**src/rtl/enc_pkg.sv**
```systemverilog
// Shared types and helpers for the request encoder / serializer family.
package enc_pkg;

   typedef enum logic {
      IDLE = 1'b0,
      EMIT = 1'b1
   } enc_state_t;

   // Widest request vector the shared priority helper handles.
   localparam int ENC_MAX_N = 64;

   function automatic int enc_prio(input logic [ENC_MAX_N-1:0] vec);
      int res;
      res = 0;
      for (int i = 0; i < ENC_MAX_N; i++) begin
         if (vec[i]) res = i;
      end
      return res;
   endfunction

endpackage

```
**src/rtl/prio_sel.sv**
```systemverilog
// Combinational N->W selector: highest set bit, searched downward from ptr with wrap.
// ptr = N-1 makes the rotate stage an identity, giving plain highest-index priority.
module prio_sel
   import enc_pkg::*;
#(
   parameter int N = 4,
   localparam int W = $clog2(N)
) (
   input  logic [N-1:0] vec,
   input  logic [W-1:0] ptr,
   output logic [W-1:0] idx
);

   logic [N-1:0]           rot;
   logic [ENC_MAX_N-1:0]   ext;
   logic [W-1:0]           pos;

   // rot[j] holds vec[ptr+1+j], so vec[ptr] lands at the top and wins first.
   always_comb begin
      rot = '0;
      for (int j = 0; j < N; j++) begin
         rot[j] = vec[ptr + W'(j) + W'(1)];
      end
      ext = '0;
      ext[N-1:0] = rot;
      pos = W'(enc_prio(ext));
      idx = ptr + pos + W'(1);
   end

endmodule

```
**src/rtl/enc_serializer.sv**
```systemverilog
// Sequential priority encoder: captures a request vector and emits one index per handshake.
// Optional ENC_RR_EN selects round-robin search via a persistent ptr register.
//
//   state | meaning
//   IDLE  | waiting for E && |I to capture a batch
//   EMIT  | presenting the selected pending index on O with V=1
module enc_serializer
   import enc_pkg::*;
#(
   parameter int N = 4,
   localparam int W = $clog2(N)
) (
   input  logic         clk,
   input  logic         rst,
   input  logic [N-1:0] I,
   input  logic         E,
   input  logic         ready,
   output logic [W-1:0] O,
   output logic         V,
   output logic         busy
);

   localparam logic [W-1:0] PTR_RST = W'(N - 1);

   enc_state_t    state, state_nxt;
   logic [N-1:0]  pend, pend_nxt;
   logic [W-1:0]  sel;
   logic [W-1:0]  ptr_eff;

`ifdef ENC_RR_EN
   logic [W-1:0]  ptr, ptr_nxt;

   assign ptr_eff = ptr;

   // Any presented code taken by the consumer moves ptr, including one taken during abort.
   always_comb begin
      ptr_nxt = ptr;
      if (state == EMIT && ready) ptr_nxt = sel - W'(1);
   end

   always_ff @(posedge clk) begin
      if (rst) ptr <= PTR_RST;
      else     ptr <= ptr_nxt;
   end
`else
   assign ptr_eff = PTR_RST;
`endif

   prio_sel #(.N(N)) u_prio_sel (
      .vec (pend),
      .ptr (ptr_eff),
      .idx (sel)
   );

   always_ff @(posedge clk) begin
      if (rst) begin
         state <= IDLE;
         pend  <= '0;
      end else begin
         state <= state_nxt;
         pend  <= pend_nxt;
      end
   end

   always_comb begin
      state_nxt = state;
      pend_nxt  = pend;
      case (state)
         IDLE: begin
            if (E && (|I)) begin
               pend_nxt  = I;
               state_nxt = EMIT;
            end
         end
         EMIT: begin
            if (!E) begin
               pend_nxt  = '0;
               state_nxt = IDLE;
            end else if (ready) begin
               pend_nxt[sel] = 1'b0;
               if (pend_nxt == '0) state_nxt = IDLE;
            end
         end
         default: begin
            pend_nxt  = '0;
            state_nxt = IDLE;
         end
      endcase
   end

   assign V    = (state == EMIT);
   assign busy = (state == EMIT);
   assign O    = (state == EMIT) ? sel : '0;

endmodule
```
**config.mk**
```make
export PLATFORM = sky130hd
export DESIGN_NAME = enc_serializer
export DESIGN_NICKNAME = d
export VERILOG_FILES = /design/src/rtl/enc_pkg.sv /design/src/rtl/prio_sel.sv /design/src/rtl/enc_serializer.sv
export SDC_FILE = /design/constraint.sdc
export NUM_CORES = 1
export LEC_CHECK = 0
export BUFFER_PORTS_ARGS = -buffer_cell sky130_fd_sc_hd__clkbuf_2
export CAP_MARGIN = 5
export CORE_AREA = 2 2 39 41
export CTS_CLUSTER_DIAMETER = 100
export DETAILED_ROUTE_END_ITERATION = 6
export DIE_AREA = 0 0 41 43
export HOLD_SLACK_MARGIN = 0.1
export PLACE_DENSITY = 0.51
export SYNTH_ARGS = -nofsm -noshare
export SYNTH_HDL_FRONTEND = slang
export SYNTH_SLANG_ARGS = --single-unit
```
**constraint.sdc**
```tcl
create_clock -name clk -period 2.9 [get_ports clk]
set_clock_uncertainty 0.15 [all_clocks]
set_input_delay 0.145 -clock clk [delete_from_list [all_inputs] [get_ports clk]]
set_output_delay 0.145 -clock clk [all_outputs]
set_load 0.1 [all_outputs]
```
# ---- After elaboration in Yosys (flattened, before gate mapping)
# Index checks and enable logic that the tools add are counted.
# W data, S select, Z words.
dict set report op_classes {
  addsub 2
  n_lt_le_gt_ge 2
  n_eq_ne 2
  n_mux 15
  bitwise 3
  n_reduce_logical 5
}
# operator n
set ops {}
lappend ops {{$mux W4} 3}
lappend ops {{$pmux W4 S2} 1}
lappend ops {{$mux W1} 6}
lappend ops {{$mux W2} 3}
lappend ops {{$and A4 B4 Y4} 1}
lappend ops {{$logic_not A4 Y1} 1}
lappend ops {{$not A4 Y4} 1}
lappend ops {{$reduce_or A4 Y1} 1}
lappend ops {{$lt A2 B3 Y1 const B} 1}
lappend ops {{$ne A3 B3 Y1 const B} 1}
lappend ops {{$add A2 B1 Y2 const B} 1}
lappend ops {{$add A2 B2 Y2 const A} 1}
lappend ops {{$demux W1 S2} 1}
lappend ops {{$ge A2 B1 Y1 const B} 1}
lappend ops {{$logic_and A1 B1 Y1} 2}
lappend ops {{$ne A2 B2 Y1 const B} 1}
lappend ops {{$pmux W1 S2} 1}
lappend ops {{$reduce_and A2 Y1} 1}
lappend ops {{$not A1 Y1} 1}
dict set report totals {
  reg_bits 5
  input_bits 8
  out_inout_bits 4
  wordCells 31
}

# ---- Depth between registers and ports, before layout
# Gate-level depths: netlist (run 1).
dict set report logic_depth {
  word_depth 16
  ltp_mapped 3
  depth_no_buf 3
}

# ---- Modules after synthesis
# From an unflattened synthesis (run 1), not the netlist that was laid out.
dict set report unflattened {
  cells_unflattened 63
  area_unflattened_um2 479.2
}
# mod n_inst cells_each area_each_um2 seq_area_each_um2
set modules_own_cells {}
lappend modules_own_cells {enc_serializer 1 45 362.8 100.1}
lappend modules_own_cells {prio_sel 1 18 116.4 0.0}

# ---- Least setup slack after synthesis (run 1)
# Ideal clock, no wire load.
dict set report synth_timing {
  path_kind {register -> output}
  start {register state, in the netlist V}
  end {output O[0]}
  arrival_time_ns 2.733
  required_ns 2.605
  setup_slack_ns -0.128
  stages_incl_launch_ff 3
  path_buffers 1
  path_cell_list {dfxtp_1 > clkbuf_1 > nor2b_1}
}
dict set report synth_between {
  elab_chain_cells 1
}
# element line
set synth_lines {}
lappend synth_lines {{start, declared} enc_serializer.sv:25} ;# enc_state_t state, state_nxt;
lappend synth_lines {{start signal, assigned} enc_serializer.sv:60} ;# state <= state_nxt;
lappend synth_lines {{$mux W2} enc_serializer.sv:93} ;# assign O = (state == EMIT) ? sel : '0;
lappend synth_lines {{end, declared} enc_serializer.sv:18} ;# output logic [W-1:0] O,
# No other way between the ends.

# ---- Final worst setup path (run 1)
# Ends and elaborated chain as after synthesis.

==> results of run 1 <==
stage by stage:
step | hold WS (ns) | setup slack (ns)
3_3_place_gp | 0.262 | 1.31
4_1_cts | 0.103 | 1.04
6_report | 0.105 | 1.06
2_1_floorplan | 0.0644 | 0.384
3_5_place_dp | 0.260 | 1.31
5_1_grt | 0.111 | 0.976
what timing repair did:
item | 4_1_cts | 5_1_grt
endpoints found under the hold margin | 4 | 0
gates resized for setup | 0 | 0
hold buffers | 2 | 0
synthesized netlist by cell type:
library cell | n | area, µm²
a21oi_1 | 2 | 10.0
a221oi_1 | 2 | 17.5
a22o_4 | 1 | 17.5
a311oi_1 | 1 | 8.76
a31oi_1 | 2 | 12.5
a41oi_1 | 1 | 8.76
and2_1 | 1 | 6.26
buf_4 | 1 | 7.51
clkbuf_1 | 1 | 3.75
dfxtp_1 | 5 | 100
inv_1 | 2 | 7.51
maj3_1 | 1 | 10.0
mux2i_1 | 1 | 10.0
nand2_1 | 1 | 3.75
nand2b_1 | 3 | 18.8
nor2b_1 | 4 | 25.0
o2111ai_1 | 1 | 8.76
o211ai_1 | 1 | 7.51
o32ai_1 | 1 | 8.76
or2_2 | 1 | 6.26
or2b_1 | 1 | 7.51
or3b_2 | 1 | 8.76
or4_4 | 1 | 11.3
critical path, stage by stage (launching register included):
cell and delay [ns]:
dfxtp_1 0.62, nor2b_2 0.23, clkbuf_2 0.45
final cells by class:
type / count / area share
Timing Repair Buffer: 13 / 0.171
Clock buffer: 4 / 0.0598
Sequential cell: 5 / 0.228
Inverter: 2 / 0.0171
Tap cell: 16 / 0.0456
Multi-Input combinational cell: 27 / 0.479
cells by family after synthesis:
| logic type | Yosys count | synth area share |
|---|---|---|
| multiplexers | 1 | 0.0307 |
| buffers and inverters | 4 | 0.0575 |
| AO/OA/AOI/OAI | 12 | 0.307 |
| flip-flops | 5 | 0.307 |
| AND/OR/NAND/NOR | 13 | 0.268 |
| adder cells (fa/ha/maj) | 1 | 0.0307 |
flip-flops by register name, summed over array words and instances (netlist names):
signal,cells
pend,4
V,1
cell usage in the layout, fill, tap and decap left out:
cell type and n:
clkbuf_2 11, dfxtp_1 5, nor2b_1 3, nand2b_1 3, clkbuf_4 3, inv_1 2
a21oi_1 2, a31oi_1 2, a221oi_1 2, dlygate4sd3_1 2, nor2b_2 1, or2_2 1
and2_1 1, maj3_1 1, o211ai_1 1, o2111ai_1 1, or4_4 1, nand2_1 1
or3b_2 1, a22o_4 1, mux2i_1 1, o32ai_1 1, a41oi_1 1, or2b_1 1
a311oi_1 1, clkbuf_1 1
how the worst max path moves through the flow:
stage / from / to / slack [ns] / cells past startpoint
floorplan: V / O[0] / 0.38 / 2
global route: V / O[0] / 0.98 / 2
detailed placement: V / O[0] / 1.31 / 2
global placement: I[0] / pend[1] / 1.31 / 4
CTS: V / O[0] / 1.04 / 2
finish: V / O[0] / 1.06 / 2
power by group through the flow:
stage               registers, mW  clock network [mW]  logic [mW]
global route               0.0856              0.0856      0.0717
CTS                        0.0844              0.0846      0.0670
detailed placement         0.0857                   0      0.0647
finish                     0.0845              0.0821      0.0670
floorplan                  0.0893                   0      0.0473
global placement           0.0857                   0      0.0650
layer usage:
layer | vias to the layer above | part of all wire
met3 | 0 | 0.087
met5 | - | 0
met1 | 156 | 0.48
li1 | 168 | -
met4 | 0 | 0
met2 | 12 | 0.43
==> reports/qor.yml, run 1 <==
run_status: "completed"
die_area_um2: 1760
fraction_of_the_yosys_area_taken_by_sequential_cells: 0.307
route.vias.total: 336
grt_pass1_vias: 284
cp_data_arrival_time_ns: 1.55
grt.met3_usage: 0.0785
timing.final.crit_period_ns: 1.84
p_int_mw: 0.151
final_design_area_no_fill_um2: 439
top_level_ports: 12
startpoint_type_of_the_worst_setup_path: "flop"
critPathCaptureType: "output port"
worst_r2r_endpoint: "pend[1]"
drt-initial-drc-count: 4
track_usage: 0.0996
die_width_um: 41
post_route_cells_drive_above_1_share: 0.373
synthDistinctLibCells: 23
routed_via_density: 5.01
finalSetupViolations: 0
placed_cells_incl_taps: 61
grt_use_met1: 0.136
drtAntennaViolNets: 0
finalWirelength_um: 711
timing.hold.worst.start: "I[0]"
rsz_0062_raised_after_global_routing: "false"
use_met2: 0.122
syn-cell-area_um2: 327
grt_first_pass_wirelength_um: 1170
cts_made_buffers: 3
layout.area.seq_um2: 100
worst_pin_slew_ns: 0.537
ys.warnings.count: 0
total_switching_power_mw: 0.0825
power.ir.vdd_worst_v: 0.000285
finalNetCount: 60
category_of_the_critical_setup_timing_path: "reg -> out"
drt_pass1_iterations: 4
pwr-share-comb: 0.287
hpwl_um: 541
timing_max_transition_violations_final: 0
clk-insertion-delay-late_ns: 0.24
syn_avg_cell_area_um2: 9.07
report.final.hold_viol_count: 0
totalPowerFinal_mw: 0.234
setup_tns_ns: 0
grt_antenna_before_repair: 0
timing.hold.worst.class: "in -> reg"
netlist_instances: 36
r2r_start: "V"
slew_headroom: 0.643
numPortBuffers: 11
r2r.worst_path.cells: 3
detail_route.wl_per_cell_um: 10.6
power.leakage_nw: 0.183
holdPathStages: 3
syn-num-nets: 44
final_util: 0.317
clk_transition_reported_paths_ns: 0.05
ys_ff_latch: 5
worstPathMaxFanout: 16
hold_crit_endpoint: "pend[0]"
remaining_drc_errors: 0
share_of_the_cycle_needed_by_the_critical_path_after_routing: 0.636
grt_remaining_overflow: 0
cts_tree: "built"
power_switching_share: 0.353
start_util: 0.236
cts_max_level: 1
timing.max_cap.violations: 0
placed_area_um2: 393
pwr-share-seq: 0.362
die_height_um: 43
clkSinkCount: 5
gp_congestion: 0.714
powerDensity_nw_per_um2: 532
area_of_the_multi_input_gates_um2: 210
final-instance-count-excl-fill: 67
maxClockFrequency_mhz: 543
post-cts-setup-buffer-count: 0
layout.filler_cells: 145
clock_share_of_power: 0.351
grt_most_used_layer: "met1"
cts_max_path_buffers: 2
worstPathRequired_ns: 2.61
pin_count_of_the_biggest_net_entering_global_routing: 17
coreArea_um2: 1380
antenna_cells: 0
num_rows: 14
area_growth_pct: 34.5
worst-r2r-setup-slack_ns: 1.33
clk_root_buffer_cell: "clkbuf_4"
Power figures use the tool's default switching activity.
==> run 2, diff against run 1 <==
ABC_AREA = 1   (was not set)
PLACE_DENSITY = 0.54   (was 0.51)
clock period = 1.61 ns   (was 2.9 ns; I/O delays follow)
==> run 2 against run 1 <==
Worst hold slack better by 0.018 ns; synthesized cell count is 67% higher; wire length is 16% higher; area after synthesis is 3.4% higher; largest cell class unchanged.
==> reports/qor.yml, run 2 <==
totalPowerFinal_mw: 0.459  # +96%
routed_via_density: 4.35  # -13%
worstPathRequired_ns: 1.38  # -1.23 ns
clkSinkCount: 5  # unchanged
critPathCaptureType: "output port"
numPortBuffers: 11  # unchanged
finalSetupViolations: 0  # unchanged
pwr-share-comb: 0.359  # +0.072
pin_count_of_the_biggest_net_entering_global_routing: 9  # -8
final_util: 0.380  # +0.0624
placed_cells_incl_taps: 86  # +41%
timing_max_transition_violations_final: 0  # unchanged
num_rows: 14  # unchanged
die_height_um: 43  # unchanged
r2r_start: "pend[3]"
pwr-share-seq: 0.320  # -0.042
worst_pin_slew_ns: 0.539  # +0.00160 ns
powerDensity_nw_per_um2: 873  # +64%
grt_pass1_vias: 355  # +25%
syn-cell-area_um2: 338  # +3.4%
antenna_cells: 0  # unchanged
area_growth_pct: 55.6
fraction_of_the_yosys_area_taken_by_sequential_cells: 0.296  # -0.0102
layout.filler_cells: 164  # +13%
ys.flop_type: "dfxtp_1"
die_area_um2: 1760  # unchanged
clk_root_buffer_cell: "clkbuf_4"
syn_avg_cell_area_um2: 5.63  # -38%
share_of_the_cycle_needed_by_the_critical_path_after_routing: 0.857
syn-num-nets: 68  # +55%
layout_common_cells: "nand2_1 (17), nor2_1 (13), clkbuf_2 (9)"
yosysTopAreaCellShare: 0.296  # -0.0102
final-instance-count-excl-fill: 95  # +42%
power.leakage_nw: 0.272  # +48%
cts_tree: "built"
ys_ff_latch: 5  # unchanged
report.final.hold_viol_count: 0  # unchanged
post-cts-setup-buffer-count: 0  # unchanged
timing.hold.worst.start: "E"
clock_share_of_power: 0.321  # -0.030
p_int_mw: 0.282  # +87%
drtAntennaViolNets: 0  # unchanged
synthDistinctLibCells: 14  # -39%
power.ir.vdd_worst_v: 0.000253  # -11%
cp_data_arrival_time_ns: 1.15  # -0.40 ns
max_ffs_per_register: 4  # unchanged
largest_cells_by_area_after_synthesis: "dfxtp_1 (30%), nand2_1 (19%), nor2_1 (14%)"
grt_first_pass_wirelength_um: 1360  # +17%
cts_max_level: 1  # unchanged
clk-insertion-delay-late_ns: 0.25  # about the same
netlist_instances: 60  # +67%
synth_top_cell_by_area: "dfxtp_1"
timing.final.crit_period_ns: 1.38
cts_max_path_buffers: 2  # unchanged
ys_top_cells_by_count: "nand2_1 (17), nor2_1 (13), inv_1 (7)"
gp_congestion: 0.762  # +6.8%
largest-register: "pend"
slew_headroom: 0.642  # -0.00106
grt_remaining_overflow: 0  # unchanged
ys_async_sr_fraction: 0  # unchanged
yosys.cell_count.top_type: "nand2_1"
finalWirelength_um: 826  # +16%
finalNetCount: 88  # +47%
category_of_the_critical_setup_timing_path: "reg -> out"
cts_made_buffers: 3  # unchanged
rsz_0062_raised_after_global_routing: "false"
top_level_ports: 12  # unchanged
die_width_um: 41  # unchanged
worstPathMaxFanout: 4  # -12
route.vias.total: 413  # +23%
startpoint_type_of_the_worst_setup_path: "flop"
power_switching_share: 0.386  # +0.0327
timing.hold.worst.class: "in -> reg"
grt_antenna_before_repair: 0  # unchanged
coreArea_um2: 1380  # unchanged
hpwl_um: 670  # +24%
detail_route.wl_per_cell_um: 8.69  # -18%
drt_pass1_iterations: 4  # unchanged
worst_setup_path_startpoint: "pend[3]"
synth_enable_flop_cells: 0  # unchanged
ys.warnings.count: 0  # unchanged
remaining_drc_errors: 0  # unchanged
post_route_cells_drive_above_1_share: 0.278  # -0.0941
start_util: 0.244  # +0.00814
track_usage: 0.120  # +0.0200
drt-initial-drc-count: 7  # +3
timing.max_cap.violations: 0  # unchanged
maxClockFrequency_mhz: 724
clk_transition_reported_paths_ns: 0.04  # about the same
total_switching_power_mw: 0.177  # +110%
layout.cells.most_common: "nand2_1"
run_status: "completed"
setup_tns_ns: 0  # unchanged
[run 2: changes by cell type in the layout (fill, tap and decap cells not counted), sizes merged, moves of 3 or more]
cell	previous run	this run
dlygate4sd3	2	5
inv	2	10
nand2	1	18
nand2b	3	0
nand3	0	5
nor2	0	13
nor2b	4	0
[run 2: final timing paths]
check             to  cells after the start  slack, ns
min reg2reg  pend[2]                      2       0.36
min          pend[2]                      5       0.12
max reg2reg        V                      6       0.34
max             O[1]                      3       0.23
[run 2: metal layers]
metal	vias to the layer above	wire length, µm	global-route usage
met5	-	0	0
met4	0	27	0.120
met3	3	52	0.0314
met2	22	387	0.156
met1	164	359	0.145
li1	224	-	-
[run 2: stage by stage]
step	setup WS, ns	area (µm²)	hold WS [ns]
floorplan	0.136	364	-0.00680
global placement	0.359	449	0.132
detailed placement	0.363	449	0.134
CTS	0.241	526	0.121
global route	0.192	526	0.168
finish	0.229	526	0.123
[run 2: logic make-up after synthesis]
| family | Yosys count | synth area share |
|---|---|---|
| flops | 5 | 0.296 |
| buf+inv | 11 | 0.133 |
| compound gates | 6 | 0.107 |
| simple gates | 38 | 0.463 |
[run 2: final cells by class]
cell class              count  area [µm²]  share of cell area
multi-input cells          44         215               0.410
repair buffers             16         123               0.233
flip-flops and latches      5         104               0.198
well taps                  16        20.0              0.0381
clock buffers               4        26.3              0.0500
inverters                  10        37.5              0.0714
[run 2: worst max-delay path, cell delays in order (launching register included)]
cell,delay [ns]
dfxtp_1,0.32
inv_1,0.12
a21oi_4,0.16
buf_4,0.29
[run 2: power groups by stage]
stage,combinational [mW],clock [mW],sequential [mW]
global placement,0.157,0,0.149
finish,0.165,0.147,0.147
floorplan,0.108,0,0.161
global route,0.181,0.157,0.149
detailed placement,0.155,0,0.149
CTS,0.165,0.149,0.147
[run 2: repair_timing]
action / CTS / global route
resized for setup: 0 / 0
hold buffers: 5 / 0
endpoints found under the hold margin: 5 / 0
